**src/rtl/hazard_pkg.sv**
```systemverilog
// Shared types and constants for the LEGv8 pipeline hazard controller.
package hazard_pkg;

  typedef enum logic {
    RUN    = 1'b0,
    FREEZE = 1'b1
  } state_t;

  localparam logic [4:0] XZR = 5'd31;

endpackage

```
**src/rtl/hazard_control_if.sv**
```systemverilog
// Pipeline-side bundle of hazard inputs, register controls and debug counters.
interface hazard_control_if #(
  parameter int CW = 32
);

  logic [4:0]    IF_IDRegRn;
  logic [4:0]    IF_IDRegRm;
  logic          IF_IDreadsRn;
  logic          IF_IDreadsRm;
  logic          ID_EXmemRead;
  logic [4:0]    ID_EXRegRd;
  logic          PCSrc_M;
  logic          mem_busy;

  logic          PCWrite;
  logic          IF_IDWrite;
  logic          PipeWrite;
  logic          ID_EXbubble;
  logic          IF_IDflush;
  logic          ID_EXflush;
  logic          EX_MEMflush;
  logic          PCSrc_out;
  logic [CW-1:0] stall_cnt;
  logic [CW-1:0] flush_cnt;
  logic [CW-1:0] freeze_cnt;

  // Datapath side: supplies hazard information, consumes enables and flushes.
  modport master (
    output IF_IDRegRn, IF_IDRegRm, IF_IDreadsRn, IF_IDreadsRm,
    output ID_EXmemRead, ID_EXRegRd, PCSrc_M, mem_busy,
    input  PCWrite, IF_IDWrite, PipeWrite, ID_EXbubble,
    input  IF_IDflush, ID_EXflush, EX_MEMflush, PCSrc_out,
    input  stall_cnt, flush_cnt, freeze_cnt
  );

  modport slave (
    input  IF_IDRegRn, IF_IDRegRm, IF_IDreadsRn, IF_IDreadsRm,
    input  ID_EXmemRead, ID_EXRegRd, PCSrc_M, mem_busy,
    output PCWrite, IF_IDWrite, PipeWrite, ID_EXbubble,
    output IF_IDflush, ID_EXflush, EX_MEMflush, PCSrc_out,
    output stall_cnt, flush_cnt, freeze_cnt
  );

endinterface

```
**src/rtl/hazard_control_sat_counter.sv**
```systemverilog
// Event counter that sticks at all-ones instead of wrapping.
module sat_counter #(
  parameter int W = 32
) (
  input  logic         clk,
  input  logic         reset,
  input  logic         inc,
  output logic [W-1:0] count
);

  always_ff @(posedge clk or negedge reset) begin
    if (!reset) begin
      count <= '0;
    end else if (inc && (count != {W{1'b1}})) begin
      count <= count + 1'b1;
    end
  end

endmodule

```
**src/rtl/hazard_control.sv**
```systemverilog
// Load-use stall, branch flush and memory-freeze sequencing for the 5-stage pipeline.
module hazard_control
  import hazard_pkg::*;
#(
  parameter int CW = 32
) (
  input logic            clk,
  input logic            reset,
  hazard_control_if.slave hz
);

  state_t state_reg, state_next;
  logic   br_pend_reg, br_pend_next;
  logic   redirect;
  logic   luh;
  logic   rn_match, rm_match;
  logic   pc_write, if_id_write, pipe_write, id_ex_bubble;
  logic   flush_all, pc_src;
  logic   stall_inc, flush_inc, freeze_inc;

  always_ff @(posedge clk or negedge reset) begin
    if (!reset) begin
      state_reg   <= RUN;
      br_pend_reg <= 1'b0;
    end else begin
      state_reg   <= state_next;
      br_pend_reg <= br_pend_next;
    end
  end

  always_comb begin
    state_next = state_reg;
    case (state_reg)
      RUN:     if (hz.mem_busy)  state_next = FREEZE;
      FREEZE:  if (!hz.mem_busy) state_next = RUN;
      default: state_next = RUN;
    endcase
  end

  assign rn_match = hz.IF_IDreadsRn && (hz.IF_IDRegRn == hz.ID_EXRegRd);
  assign rm_match = hz.IF_IDreadsRm && (hz.IF_IDRegRm == hz.ID_EXRegRd);
  assign luh      = hz.ID_EXmemRead && (hz.ID_EXRegRd != XZR) && (rn_match || rm_match);
  assign redirect = (hz.PCSrc_M || br_pend_reg) && !hz.mem_busy;

  // A branch resolved while frozen is remembered until the flush actually happens.
  always_comb begin
    br_pend_next = br_pend_reg;
    if (hz.mem_busy && hz.PCSrc_M) begin
      br_pend_next = 1'b1;
    end else if (redirect) begin
      br_pend_next = 1'b0;
    end
  end

  always_comb begin
    pc_write     = 1'b0;
    if_id_write  = 1'b0;
    pipe_write   = 1'b0;
    id_ex_bubble = 1'b0;
    flush_all    = 1'b0;
    pc_src       = 1'b0;
    stall_inc    = 1'b0;
    flush_inc    = 1'b0;
    freeze_inc   = 1'b0;
    if (!reset) begin
      pc_write = 1'b0;
    end else if (hz.mem_busy) begin
      freeze_inc = 1'b1;
    end else if (redirect) begin
      // The younger instruction is squashed, so any load-use hazard is moot.
      pc_write    = 1'b1;
      if_id_write = 1'b1;
      pipe_write  = 1'b1;
      flush_all   = 1'b1;
      pc_src      = 1'b1;
      flush_inc   = 1'b1;
    end else if (luh) begin
      pipe_write   = 1'b1;
      id_ex_bubble = 1'b1;
      stall_inc    = 1'b1;
    end else begin
      pc_write    = 1'b1;
      if_id_write = 1'b1;
      pipe_write  = 1'b1;
    end
  end

  assign hz.PCWrite     = pc_write;
  assign hz.IF_IDWrite  = if_id_write;
  assign hz.PipeWrite   = pipe_write;
  assign hz.ID_EXbubble = id_ex_bubble;
  assign hz.IF_IDflush  = flush_all;
  assign hz.ID_EXflush  = flush_all;
  assign hz.EX_MEMflush = flush_all;
  assign hz.PCSrc_out   = pc_src;

  sat_counter #(.W(CW)) u_stall_cnt (
    .clk   (clk),
    .reset (reset),
    .inc   (stall_inc),
    .count (hz.stall_cnt)
  );

  sat_counter #(.W(CW)) u_flush_cnt (
    .clk   (clk),
    .reset (reset),
    .inc   (flush_inc),
    .count (hz.flush_cnt)
  );

  sat_counter #(.W(CW)) u_freeze_cnt (
    .clk   (clk),
    .reset (reset),
    .inc   (freeze_inc),
    .count (hz.freeze_cnt)
  );

endmodule

```
**src/flat_wrapper.sv**
```systemverilog
// flat-port wrapper written by rule: the top's interface ports become plain ports
module hazard_control_flat import hazard_pkg::*;
#(
  parameter int CW = 32
)
  (clk, reset, hz_IF_IDRegRn, hz_IF_IDRegRm, hz_IF_IDreadsRn, hz_IF_IDreadsRm, hz_ID_EXmemRead, hz_ID_EXRegRd, hz_PCSrc_M, hz_mem_busy, hz_PCWrite, hz_IF_IDWrite, hz_PipeWrite, hz_ID_EXbubble, hz_IF_IDflush, hz_ID_EXflush, hz_EX_MEMflush, hz_PCSrc_out, hz_stall_cnt, hz_flush_cnt, hz_freeze_cnt);
  hazard_control_if #(.CW(CW)) hz_i ();
  input logic clk;
  input logic reset;
  input wire logic [$bits(hz_i.IF_IDRegRn)-1:0] hz_IF_IDRegRn;
  input wire logic [$bits(hz_i.IF_IDRegRm)-1:0] hz_IF_IDRegRm;
  input wire logic [$bits(hz_i.IF_IDreadsRn)-1:0] hz_IF_IDreadsRn;
  input wire logic [$bits(hz_i.IF_IDreadsRm)-1:0] hz_IF_IDreadsRm;
  input wire logic [$bits(hz_i.ID_EXmemRead)-1:0] hz_ID_EXmemRead;
  input wire logic [$bits(hz_i.ID_EXRegRd)-1:0] hz_ID_EXRegRd;
  input wire logic [$bits(hz_i.PCSrc_M)-1:0] hz_PCSrc_M;
  input wire logic [$bits(hz_i.mem_busy)-1:0] hz_mem_busy;
  output wire logic [$bits(hz_i.PCWrite)-1:0] hz_PCWrite;
  output wire logic [$bits(hz_i.IF_IDWrite)-1:0] hz_IF_IDWrite;
  output wire logic [$bits(hz_i.PipeWrite)-1:0] hz_PipeWrite;
  output wire logic [$bits(hz_i.ID_EXbubble)-1:0] hz_ID_EXbubble;
  output wire logic [$bits(hz_i.IF_IDflush)-1:0] hz_IF_IDflush;
  output wire logic [$bits(hz_i.ID_EXflush)-1:0] hz_ID_EXflush;
  output wire logic [$bits(hz_i.EX_MEMflush)-1:0] hz_EX_MEMflush;
  output wire logic [$bits(hz_i.PCSrc_out)-1:0] hz_PCSrc_out;
  output wire logic [$bits(hz_i.stall_cnt)-1:0] hz_stall_cnt;
  output wire logic [$bits(hz_i.flush_cnt)-1:0] hz_flush_cnt;
  output wire logic [$bits(hz_i.freeze_cnt)-1:0] hz_freeze_cnt;
  assign hz_i.IF_IDRegRn = hz_IF_IDRegRn;
  assign hz_i.IF_IDRegRm = hz_IF_IDRegRm;
  assign hz_i.IF_IDreadsRn = hz_IF_IDreadsRn;
  assign hz_i.IF_IDreadsRm = hz_IF_IDreadsRm;
  assign hz_i.ID_EXmemRead = hz_ID_EXmemRead;
  assign hz_i.ID_EXRegRd = hz_ID_EXRegRd;
  assign hz_i.PCSrc_M = hz_PCSrc_M;
  assign hz_i.mem_busy = hz_mem_busy;
  assign hz_PCWrite = hz_i.PCWrite;
  assign hz_IF_IDWrite = hz_i.IF_IDWrite;
  assign hz_PipeWrite = hz_i.PipeWrite;
  assign hz_ID_EXbubble = hz_i.ID_EXbubble;
  assign hz_IF_IDflush = hz_i.IF_IDflush;
  assign hz_ID_EXflush = hz_i.ID_EXflush;
  assign hz_EX_MEMflush = hz_i.EX_MEMflush;
  assign hz_PCSrc_out = hz_i.PCSrc_out;
  assign hz_stall_cnt = hz_i.stall_cnt;
  assign hz_flush_cnt = hz_i.flush_cnt;
  assign hz_freeze_cnt = hz_i.freeze_cnt;
  hazard_control #(.CW(CW)) u_core (.clk(clk), .reset(reset), .hz(hz_i));
endmodule
```
**config.mk**
```make
export PLATFORM = sky130hd
export DESIGN_NAME = hazard_control_flat
export DESIGN_NICKNAME = d
export VERILOG_FILES = /design/src/rtl/hazard_pkg.sv /design/src/rtl/hazard_control_if.sv /design/src/rtl/hazard_control_sat_counter.sv /design/src/rtl/hazard_control.sv /design/src/flat_wrapper.sv
export SDC_FILE = /design/constraint.sdc
export NUM_CORES = 1
export LEC_CHECK = 0
export CORE_ASPECT_RATIO = 1.5
export CORE_MARGIN = 2
export CORE_UTILIZATION = 45
export CTS_BUF_LIST = sky130_fd_sc_hd__clkbuf_8
export DETAILED_ROUTE_END_ITERATION = 10
export GPL_ROUTABILITY_DRIVEN = 1
export PLACE_DENSITY = 0.84
export SYNTH_ARGS = -nofsm -noshare
export SYNTH_HDL_FRONTEND = slang
export SYNTH_SLANG_ARGS = --single-unit
```
**constraint.sdc**
```tcl
create_clock -name clk -period 2.3 [get_ports clk]
set_input_delay 0.23 -clock clk [delete_from_list [all_inputs] [get_ports clk]]
set_output_delay 0.23 -clock clk [all_outputs]
set_load 0.02 [all_outputs]
```
## Word level (Yosys, flattened, before mapping)

Cells that the tools add are included.

- Flip-flop bits (word level): 97
- Word-level logic and storage cells: 43

- Equality and inequality tests: 6
- Reductions and logical operators: 13
- Add/sub/neg operators: 3
- Multiplexer cells: 17

Operator list:

| cell | count |
|---|---|
| 32-bit by 1-bit adder with 32-bit output, second input constant | 3 |
| 32-bit != test, second input constant | 3 |
| 1-bit 2-to-1 mux | 17 |
| 5-bit == test | 2 |
| 1-bit logical AND | 9 |
| 5-bit != test, second input constant | 1 |
| 1-bit logical OR | 2 |
| 2-bit nonzero test | 1 |
| 1-bit logical NOT | 1 |

## Logic depth before layout (Yosys ltp)

Gate-level depths: netlist (run 1).

- Depth after elaboration: 9
- Mapped depth: 8

## Hierarchy

From an unflattened synthesis (run 1), not the netlist that was laid out.

- Cell total of the unflattened synthesis: 484
- Area total of the unflattened synthesis: 5099.9 um^2

By module, submodules not included:

| module | area each (um^2) | instances | cells an instance |
|---|---|---|---|
| sat_counter | 1624.1 | 3 | 151 |
| hazard_control | 227.7 | 1 | 31 |

## Worst setup path before layout (run 1)

No wires, ideal clock.

- Path kind: reg-to-reg
- Start point: reg u_core.u_stall_cnt.count[0]
- End point: reg u_core.u_stall_cnt.count[22]
- Slack: 0.296 ns
- Stages on the path, launching flop included: 7
- Required time: 2.175 ns
- Clock period less this slack: 2.004 ns
- Setup time: 0.125 ns
- Arrival: 1.880 ns
- Cell sequence: dfrtp_1 > ha_1 > nand3_1 > nor3_1 > nand3_1 > nor2_1 > mux2_2

- Word-level cells in the longest chain between the ends: 2
- Elaborated cells on any way between the ends: 3

RTL lines:

| item | line | source |
|---|---|---|
| from (decl) | hazard_control_sat_counter.sv:8 | `output logic [W-1:0] count` |
| from (signal assigned) | hazard_control_sat_counter.sv:15 | `count <= count + 1'b1;` |
| parallel branches: the longest is 2 deep, another holds 32-bit by 1-bit adder with 32-bit output | n/a |  |

Several ways; the timed one is not identified.
A chain may end at the register's enable or synchronous reset.

## Final worst setup path (run 1)

- Start point: in hz_mem_busy
- End point: out hz_PCSrc_out

- Word-level cells in the longest chain between the ends: 5

RTL lines:

| item | line | source |
|---|---|---|
| from (decl) | flat_wrapper.sv:17 | `input wire logic [$bits(hz_i.mem_busy)-1:0] hz_mem_busy;` |
| 1-bit logical NOT | n/a |  |
| 1-bit logical AND | hazard_control.sv:43 | `assign redirect = (hz.PCSrc_M \|\| br_pend_reg) && !hz.mem_busy;` |
| 1-bit 2-to-1 mux | hazard_control.sv:69 | `end else if (redirect) begin` |
| 1-bit 2-to-1 mux * | hazard_control.sv:67 | `end else if (hz.mem_busy) begin` |
| 1-bit 2-to-1 mux * | hazard_control.sv:65 | `if (!reset) begin` |
| to (decl) | flat_wrapper.sv:25 | `output wire logic [$bits(hz_i.PCSrc_out)-1:0] hz_PCSrc_out;` |

Mark *: on every way between the ends. The rest lies on a longest branch, timed or not.

==> summary.txt, run 1 <==
Outcome
  • Status: finished, final reports clean

Critical path
  • Critical Path RT: ~2100 ps
  • Kind of critical path: input port to output port
  • Critical Path AT: 1930 ps
  • CP endpoint kind: output port
  • Worst path top cell family by delay: buffers and inverters
  • Critical Path Slowest Stage Cell: clkdlybuf4s50_1
  • Max incr delay on CP: 590 ps
  • Worst-path cell chain: clkdlybuf4s50_1, nand2b_4, inv_1, o21ai_1, inv_1, clkdlybuf4s50_1
  • Worst path buffer plus inverter count: 4
  • CP Launch Type: input port
  • Crit Path Max Fanout: 6

Synthesis
  • Register area share after synthesis: between 50 and 60%
  • #FFs+latches synth: between 90 and 100
  • Area share of the leading cell type in the synthesized netlist: slightly above 50%
  • Post-synth EDFFs: 0
  • Share of flip-flops with an asynchronous set or reset: 100%
  • Post-synth top cells: dfrtp_1 (97), xnor2_1 (63), nand2_1 (45)
  • Synth top area cells: dfrtp_1 (51%), xnor2_1 (12%), xor2_1 (6.8%)
  • Post-synth cell types: 39
  • Syn Inst Count: roughly 450
  • Synth Cell Area: between 4000 and 5000 sq um
  • Dominant cell type by area after synthesis: dfrtp_1
  • Syn nets: ~480
  • Mean Syn Cell Area: 10.6 sq um
  • Most frequent cell after synthesis: dfrtp_1
  • Synth Warn #: 0
  • Main synth FF type: dfrtp_1

Timing
  • Fin crit period: 2160 ps
  • Worst relative slew slack: roughly 65%
  • Final setup fails: 0
  • Worst hold slack: just over 8 ps
  • Final Hold Vio Count: 0
  • Worst Skew: around 9.4 ps
  • Max Clock Freq: about 460 MHz
  • Post-route clock period utilization: 94.0%
  • Worst slew pin tran: between 500 and 600 ps
  • RSZ-0062 raised after global routing: no
  • Max-slew violations: 0

Route
  • DRT Wirelength: about 11000 microns
  • DRC: 0
  • Detailed Route Iter0 Violations: 207
  • Routed vias: between 3k and 4k
  • Routed wire length per instance: between 15 and 20 microns
  • Routed Antenna Nets: 0
  • Drt pass-1 iters: 4
  • Vias per cell: about 5.2

Placed design
  • Port bufs: between 100 and 150
  • RD Place Congestion: around 0.86
  • Placed Cells: roughly 730
  • Post-DP HPWL: a little under 9000 microns

GRT
  • Largest net degree at the start of global routing: 44
  • Gr usage total: about a fifth
  • Initial antenna violation count: 0
  • GRT overflow: 0
  • Vias in the first global route: 3914
  • Global-route wire length before repair: 18400 microns

Cells and area
  • Nets: around 620
  • Non-Filler Instances: around 750
  • Fill count: 886
  • Area grow syn2layout: 35.3%
  • Top flop regs: u_core.u_flush_cnt.count (32), u_core.u_freeze_cnt.count (32), u_core.u_stall_cnt.count (32)
  • Ant diodes: 0
  • Layout cells sized above 1: 8.99%

Power and ir drop
  • Pwr dens: roughly 570 nW/um^2
  • Worst VDD drop: roughly 530 uV
  • Pleak: roughly 2.9 nW

Floorplan
  • Die X: approximately 90 microns
  • IO Count: 126
  • Die H: ~130 microns
  • Std-Cell Rows: 46
  • Core box area: between 10000 and 15000 sq um
  • Die Area: between 10000 and 15000 sq um
  • Initial Utilization: a little under half

Clock tree
  • Clock root cell: clkbuf_8
  • Buffer depth of the longest clock path: 2
  • Num CTS Buffers: 9
  • Clock tree from TritonCTS: built
  • H-tree levels: 3
  • Worst-skew pair later-pin latency: about 360 ps
  • Clock slew at reported path FFs: 90 ps
  • Clock sink count: 97

Job
  • Max Cap Viol: 0

Worst hold path
  • Worst hold path type: input port to asynchronous set/reset pin
[report_power, final]
group,internal (mW),switching [mW],total (mW)
clock,0.559,0.591,1.15
sequential,1.80,0.121,1.92
combinational,0.323,0.314,0.638
total,2.68,1.03,3.71
[worst paths after layout]
check	slack, ps	cells past startpoint	from	to
max in group asynchronous	1380	3	reset	u_core.u_freeze_cnt.count[13]
hold / removal	8	2	reset	u_core.u_flush_cnt.count[2]
hold reg to reg	500	1	u_core.u_stall_cnt.count[13]	u_core.u_stall_cnt.count[13]
setup / recovery	140	6	hz_mem_busy	hz_PCSrc_out
setup reg to reg	250	7	u_core.u_freeze_cnt.count[0]	u_core.u_freeze_cnt.count[29]
min in group clk	500	1	u_core.u_stall_cnt.count[13]	u_core.u_stall_cnt.count[13]
[per-stage QoR]
step | setup TNS (ps) | utilization (%) | setup WS [ps] | power, mW | instance area, sq um
CTS | 0 | 61.9 | 33.6 | 3.73 | 6480
global placement | -83.5 | 59.9 | -42.8 | 2.57 | 6270
detailed placement | -635 | 59.9 | -121 | 2.59 | 6270
global route | 0 | 62.0 | 31.1 | 3.85 | 6490
floorplan | 0 | - | 296 | 2.24 | 4800
finish | 0 | 62.0 | 137 | 3.71 | 6490
[routing by layer]
layer	track usage, %	routed length (microns)	vias to the layer above
met5	0	0	-
met4	9.54	269	0
met3	3.77	523	17
met2	36.0	6050	112
met1	23.6	4560	1938
li1	-	-	1843
[layout by cell type (no fill, tap or decap), types with 3 or more instances in the layout]
cell             synthesis  final
nor2b_1                  3      3
nor3_1                  21     21
dfrtp_1                 97     97
clkdlybuf4s50_1          0    121
xnor2_1                 63     63
inv_1                   10     11
ha_1                     3      3
mux2_2                   4      4
clkbuf_8                 0     11
nor2_1                  33     33
and3_1                  13     13
and2_1                   5      5
xor2_1                  37     37
buf_4                    5     18
nand2_1                 45     45
nand3_1                 34     34
nand4_2                  3      3
and4_1                   7      7
nand4_1                 36     36
[cell type report]
cell class / count / area (sq um) / area share (%)
Clock buffer: 11 / 151 / 2.33
Clock inverter: 5 / 55.1 / 0.848
Inverter: 10 / 37.5 / 0.578
Multi-Input combinational cell: 335 / 2250 / 34.6
Sequential cell: 97 / 2430 / 37.4
Tap cell: 144 / 180 / 2.78
Timing Repair Buffer: 143 / 1390 / 21.4
[logic make-up (layout without fill, tap and decap cells)]
logic type	count (synthesis)	count (layout)	share of synthesized area [%]
flops	97	97	50.6
buf+inv	22	169	2.50
compound gates	6	6	0.965
mux	6	6	1.57
simple gates	220	220	25.3
fa+ha+maj	3	3	0.783
xor+xnor	100	100	18.3
[timing repair]
item                                   in CTS  in global routing
resized for setup                           2                  2
endpoints found under the hold margin      13                  0
setup buffers                               0                  0
cloned                                      0                  0
setup endpoints to repair                   5                  2
hold buffers                                1                  0
Power figures use the tool's default switching activity.
==> run 2, diff against run 1 <==
MAX_ROUTING_LAYER = met4   (was unset)
REMOVE_ABC_BUFFERS = 1   (was unset)
==> run 2 against run 1 <==
Compared with the run above: maximum frequency is 2.6% higher; clock skew hardly changed; combinational power is 1% lower; critical path depth stayed put; design area is 0.81% lower; power is 2.0% lower; flip-flop and latch count stayed put; largest power group unchanged; global-route usage is 0.81 points higher; non-clock buffer count is 3 lower; clock power is 5% lower.
==> summary.txt, run 2 (same netlist as run 1, synthesis figures left out) <==
Placed design
  • Port bufs: around 130
  • RD Place Congestion: around 0.9
  • Post-DP HPWL: 8690 microns
  • Placed Area: 6250 sq um
  • Dpl ws: -66.7 ps
  • Placed Cells: ~730

Cells and area
  • Nets: a little over 600
  • Fin util: 61.5%
  • Most common cell after layout, fill and taps aside: clkdlybuf4s50_1
  • Top flop regs: u_core.u_flush_cnt.count (32), u_core.u_freeze_cnt.count (32), u_core.u_stall_cnt.count (32)
  • Layout cells sized above 1: around 8%
  • Final Cell Area: approximately 6400 sq um
  • Area grow syn2layout: 34.2%
  • Most frequent cells in the layout: clkdlybuf4s50_1 (121), dfrtp_1 (97), xnor2_1 (63)
  • Ant diodes: 0
  • Non-Filler Instances: 740

Critical path
  • Kind of critical path: input port to output port
  • CP Launch Type: input port
  • CP endpoint kind: output port
  • Critical Path AT: around 1900 ps
  • RR Startpoint: u_core.u_stall_cnt.count[0]
  • Crit path from: hz_mem_busy
  • Crit Path Max Fanout: 7
  • Critical Path RT: 2070 ps

Power and ir drop
  • Pint: 2.63 mW
  • Pwr dens: around 560 nW/um^2
  • Total Power: 3.63 mW
  • Pleak: between 2 and 3 nW
  • Psw: 0.998 mW
  • Clock network power share: between 20 and 30%
  • Sequential Power Share: a little over half
  • Worst VDD drop: 427 uV
  • Comb pwr share: ~17%
  • Sw frac: 27.5%

Floorplan
  • IO Count: around 130
  • Die X: just under 90 microns
  • Initial Utilization: approximately 46%
  • Die H: ~130 microns
  • Core box area: between 10000 and 15000 sq um
  • Die Area: between 10000 and 15000 sq um
  • Std-Cell Rows: 46

Route
  • Routed vias: ~3.8k
  • Routed Antenna Nets: 0
  • Drt pass-1 iters: 4
  • Vias per cell: 5.19
  • DRC: 0
  • Routed wire length per instance: between 15 and 20 microns
  • DRT Wirelength: approximately 11000 microns
  • Detailed Route Iter0 Violations: around 180

GRT
  • Vias in the first global route: about 3.9k
  • Global-route wire length before repair: roughly 19000 microns
  • GRT overflow: 0
  • Gr usage total: a little over a fifth
  • Initial antenna violation count: 0
  • Largest net degree at the start of global routing: a little under 50

Timing
  • Final Hold Vio Count: 0
  • Worst Skew: roughly 9.0 ps
  • Max-slew violations: 0
  • Post-route clock period utilization: 91.6%
  • Worst relative slew slack: 59.0%
  • Final worst setup slack: about 190 ps
  • RSZ-0062 raised after global routing: no
  • Worst hold slack: 13.3 ps
  • Fin crit period: approximately 2100 ps
  • Max Clock Freq: between 400 and 500 MHz
  • Final setup fails: 0
  • Worst slew pin tran: 615 ps
  • Setup_tns: 0 ps

Worst hold path
  • Worst hold path type: input port to asynchronous set/reset pin

Clock tree
  • Clock root cell: clkbuf_8
  • Clock tree from TritonCTS: built
  • Clock slew at reported path FFs: approximately 90 ps
  • H-tree levels: 3
  • Num CTS Buffers: 9
  • Buffer depth of the longest clock path: 2
  • Post-CTS Setup Inserts: 0
  • Worst-skew pair later-pin latency: roughly 370 ps
  • Clock sink count: 97

Outcome
  • Status: finished, final reports clean

Job
  • Max Cap Viol: 0
[run 2: cell types whose count changed in the layout (fill, tap and decap cells not counted)]
cell / previous run / this run
clkinv_4: 1 / 0
dlymetal6s2s_1: 2 / 0
clkbuf_8: 11 / 10
dlygate4sd2_1: 1 / 3
buf_4: 18 / 15
[run 2: layout make-up]
cell class,instances,area (sq um)
Multi-Input combinational cell,335,2250
Clock buffer,10,138
Fill cell,871,4040
Tap cell,144,180
Clock inverter,4,46.3
Timing Repair Buffer,140,1360
Sequential cell,97,2430
Inverter,10,37.5
[run 2: critical path, stage by stage]
cell	delay, ps
clkdlybuf4s50_1	440
nand2b_4	150
inv_1	70
o21ai_1	120
inv_1	200
clkdlybuf4s50_1	660
[run 2: final timing paths]
kind,slack (ps),endpoint,cells past startpoint
max,190,hz_EX_MEMflush,6
min,10,u_core.u_flush_cnt.count[7],2
max reg2reg,190,u_core.u_stall_cnt.count[22],6
min reg2reg,490,u_core.u_stall_cnt.count[7],1
max in group asynchronous,1190,u_core.u_stall_cnt.count[1],4
min in group clk,490,u_core.u_stall_cnt.count[7],1
[run 2: what timing repair did]
action | 4_1_cts | 5_1_grt
gates resized for setup | 3 | 1
endpoints found under the setup margin | 3 | 4
endpoints found under the hold margin | 21 | 0
hold buffers | 1 | 0
[run 2: metal layers]
| layer | global-route usage (%) | part of all wire, % | wire length [microns] | vias to the layer above |
|---|---|---|---|---|
| met1 | 25.8 | 43 | 4870 | 1875 |
| met3 | 2.58 | 3.5 | 398 | 22 |
| met5 | - | 0 | 0 | - |
| met4 | 10.7 | 2.7 | 306 | 0 |
| met2 | 34.6 | 51 | 5800 | 108 |
| li1 | - | - | - | 1837 |
[run 2: power groups by stage]
stage	clock network (mW)	logic (mW)	registers (mW)
2_1_floorplan	0	0.187	2.04
3_3_place_gp	0	0.625	1.94
3_5_place_dp	0	0.637	1.95
4_1_cts	1.11	0.641	1.92
5_1_grt	1.18	0.674	1.93
6_report	1.09	0.629	1.92
==> run 3, diff against run 2 <==
==> constraint.sdc (replaced) <==
create_clock -name clk -period 2.3 [get_ports clk]
set_input_delay 0.46 -clock clk [delete_from_list [all_inputs] [get_ports clk]]
set_output_delay 0.46 -clock clk [all_outputs]
set_load 0.02 [all_outputs]
==> run 3 against run 2 <==
Compared with the run above: non-clock buffer count is 9 higher; first-iteration DRC count is 25% lower; design area is 1.0% higher; power is 2.1% lower; via count is 2.9% higher; clock skew is 11 ps higher; global-route usage is 0.65 points higher; die area stayed put; sequential share of layout area is 0.39 points lower; utilization is 0.65 points higher; worst setup slack worse by 130 ps; critical path type unchanged; critical endpoint is now hz_ID_EXbubble; largest cell class unchanged; largest power group unchanged; highest routed layer unchanged.
==> summary.txt, run 3 (same netlist as run 1, synthesis figures left out) <==
Cells and area
  • Most frequent cells in the layout: clkdlybuf4s50_1 (111), dfrtp_1 (97), xnor2_1 (63)
  • Nets: between 600 and 700
  • Fill count: about 880
  • Area grow syn2layout: 35.6%
  • Top flop regs: u_core.u_flush_cnt.count (32), u_core.u_freeze_cnt.count (32), u_core.u_stall_cnt.count (32)
  • Final Cell Area: between 6000 and 7000 sq um
  • Non-Filler Instances: between 700 and 800
  • Layout cells sized above 1: about an eighth
  • Most common cell after layout, fill and taps aside: clkdlybuf4s50_1
  • Reg area: about 2400 sq um
  • Multi-input logic area: 2280 sq um

Power and ir drop
  • Psw: 1.02 mW
  • Worst VDD drop: approximately 420 uV
  • Clock network power share: roughly 28%
  • Sw frac: 28.8%
  • Comb pwr share: ~18%
  • Pleak: 2.92 nW
  • Pint: about 2.5 mW
  • Sequential Power Share: 53.9%
  • Pwr dens: roughly 550 nW/um^2

Floorplan
  • Initial Utilization: 45.8%
  • Die X: roughly 88 microns
  • IO Count: approximately 130
  • Core box area: 10500 sq um
  • Die Area: roughly 12000 sq um
  • Die H: 130 microns
  • Std-Cell Rows: 46

Placed design
  • Dpl ws: -531 ps
  • RD Place Congestion: 0.831
  • Placed Cells: between 700 and 800
  • Placed Area: about 6300 sq um
  • Post-DP HPWL: between 8000 and 9000 microns
  • Port bufs: between 100 and 150

Clock tree
  • H-tree levels: 3
  • Clock slew at reported path FFs: roughly 100 ps
  • Buffer depth of the longest clock path: 2
  • Worst-skew pair later-pin latency: approximately 370 ps
  • Clock tree from TritonCTS: built
  • Num CTS Buffers: 9
  • Clock sink count: just under 100
  • Clock root cell: clkbuf_8
  • Cts hold-fix bufs: 0

GRT
  • Largest net degree at the start of global routing: 51
  • Initial antenna violation count: 0
  • GRT overflow: 0
  • Vias in the first global route: 4044
  • Gr usage total: between 20% and 30%
  • Global-route wire length before repair: 19200 microns

Timing
  • Worst hold slack: roughly 250 ps
  • Post-route clock period utilization: ~97%
  • Final setup fails: 0
  • Max-slew violations: 0
  • RSZ-0062 raised after global routing: yes
  • Final worst setup slack: around 66 ps
  • Max Clock Freq: 448 MHz
  • Fin crit period: roughly 2200 ps
  • Worst Skew: 20.4 ps
  • Worst slew pin tran: around 640 ps
  • Final Hold Vio Count: 0
  • Worst relative slew slack: 57.6%

Route
  • DRC: 0
  • DRT Wirelength: between 10000 and 15000 microns
  • Routed wire length per instance: between 15 and 20 microns
  • Vias per cell: 5.26
  • Drt pass-1 iters: 4
  • Routed Antenna Nets: 0
  • Routed vias: approximately 4.0k
  • Detailed Route Iter0 Violations: around 140

Worst hold path
  • Worst hold path type: input port to asynchronous set/reset pin

Job
  • Max Cap Viol: 0

Critical path
  • CP Launch Type: input port
  • Kind of critical path: input port to output port
  • Critical Path RT: 1840 ps
  • Crit Path Max Fanout: 3
  • CP endpoint kind: output port
  • Critical Path AT: between 1500 and 2000 ps

Outcome
  • Status: finished, final reports clean
==> run 3: cell types whose count changed in the layout (fill, tap and decap cells not counted), moves of 2 or more <==
| cell | delta |
|---|---|
| dlymetal6s2s_1 | +5 |
| clkbuf_2 | +4 |
| buf_2 | +2 |
| dlygate4sd2_1 | -2 |
| buf_4 | +11 |
| clkdlybuf4s50_1 | -10 |
==> run 3: power groups by stage <==
stage	clock network [mW]	logic, mW	registers (mW)
after global placement	0	0.629	1.94
after floorplan	0	0.187	2.04
after global routing	1.07	0.687	1.94
final	1.00	0.639	1.91
after CTS	1.02	0.647	1.92
after detailed placement	0	0.647	1.95
==> run 3: what timing repair did <==
item                       in CTS  in global routing
gates resized for setup        15                 24
pin swaps                       1                  4
setup endpoints to repair       7                 20
setup buffers                   0                  2
==> run 3: final cells by class <==
cell class	instances	share of cell area, %
Antenna cell	1	0.0385
Clock buffer	10	2.12
Clock inverter	6	0.558
Inverter	10	0.577
Multi-Input combinational cell	335	35.0
Sequential cell	97	37.3
Tap cell	144	2.77
Timing Repair Buffer	149	21.6
==> run 3: routing by layer <==
layer	global-route usage, %	vias to the layer above	wire length [microns]
met3	2.64	18	480
met5	-	-	0
li1	-	1863	-
met2	36.1	118	6260
met1	26.6	1954	4800
met4	10.1	0	208
==> run 3: metrics by stage <==
step	TNS [ps]	total power, mW	util [%]
2_1_floorplan	0	2.23	-
3_3_place_gp	-6310	2.57	60.2
3_5_place_dp	-8700	2.60	60.2
4_1_cts	-385	3.59	61.9
5_1_grt	-11.2	3.70	62.1
6_report	0	3.55	62.1
==> run 3: critical path, stage by stage <==
cell             delay [ps]
clkdlybuf4s50_1         470
xnor2_1                 130
nand4_1                 160
o22ai_4                 220
and2_4                  190
buf_4                   130
==> run 3: final timing paths <==
check                                                end  slack [ps]                    startpoint  cells after the start
min in group clk            u_core.u_flush_cnt.count[15]         500  u_core.u_flush_cnt.count[15]                      1
max reg2reg                  u_core.u_flush_cnt.count[1]         230  u_core.u_flush_cnt.count[19]                      5
max in group asynchronous  u_core.u_freeze_cnt.count[29]         970                         reset                      3
max                                       hz_ID_EXbubble          70              hz_IF_IDRegRn[2]                      6
min reg2reg                 u_core.u_flush_cnt.count[15]         500  u_core.u_flush_cnt.count[15]                      1
min                         u_core.u_stall_cnt.count[28]         250                         reset                      2
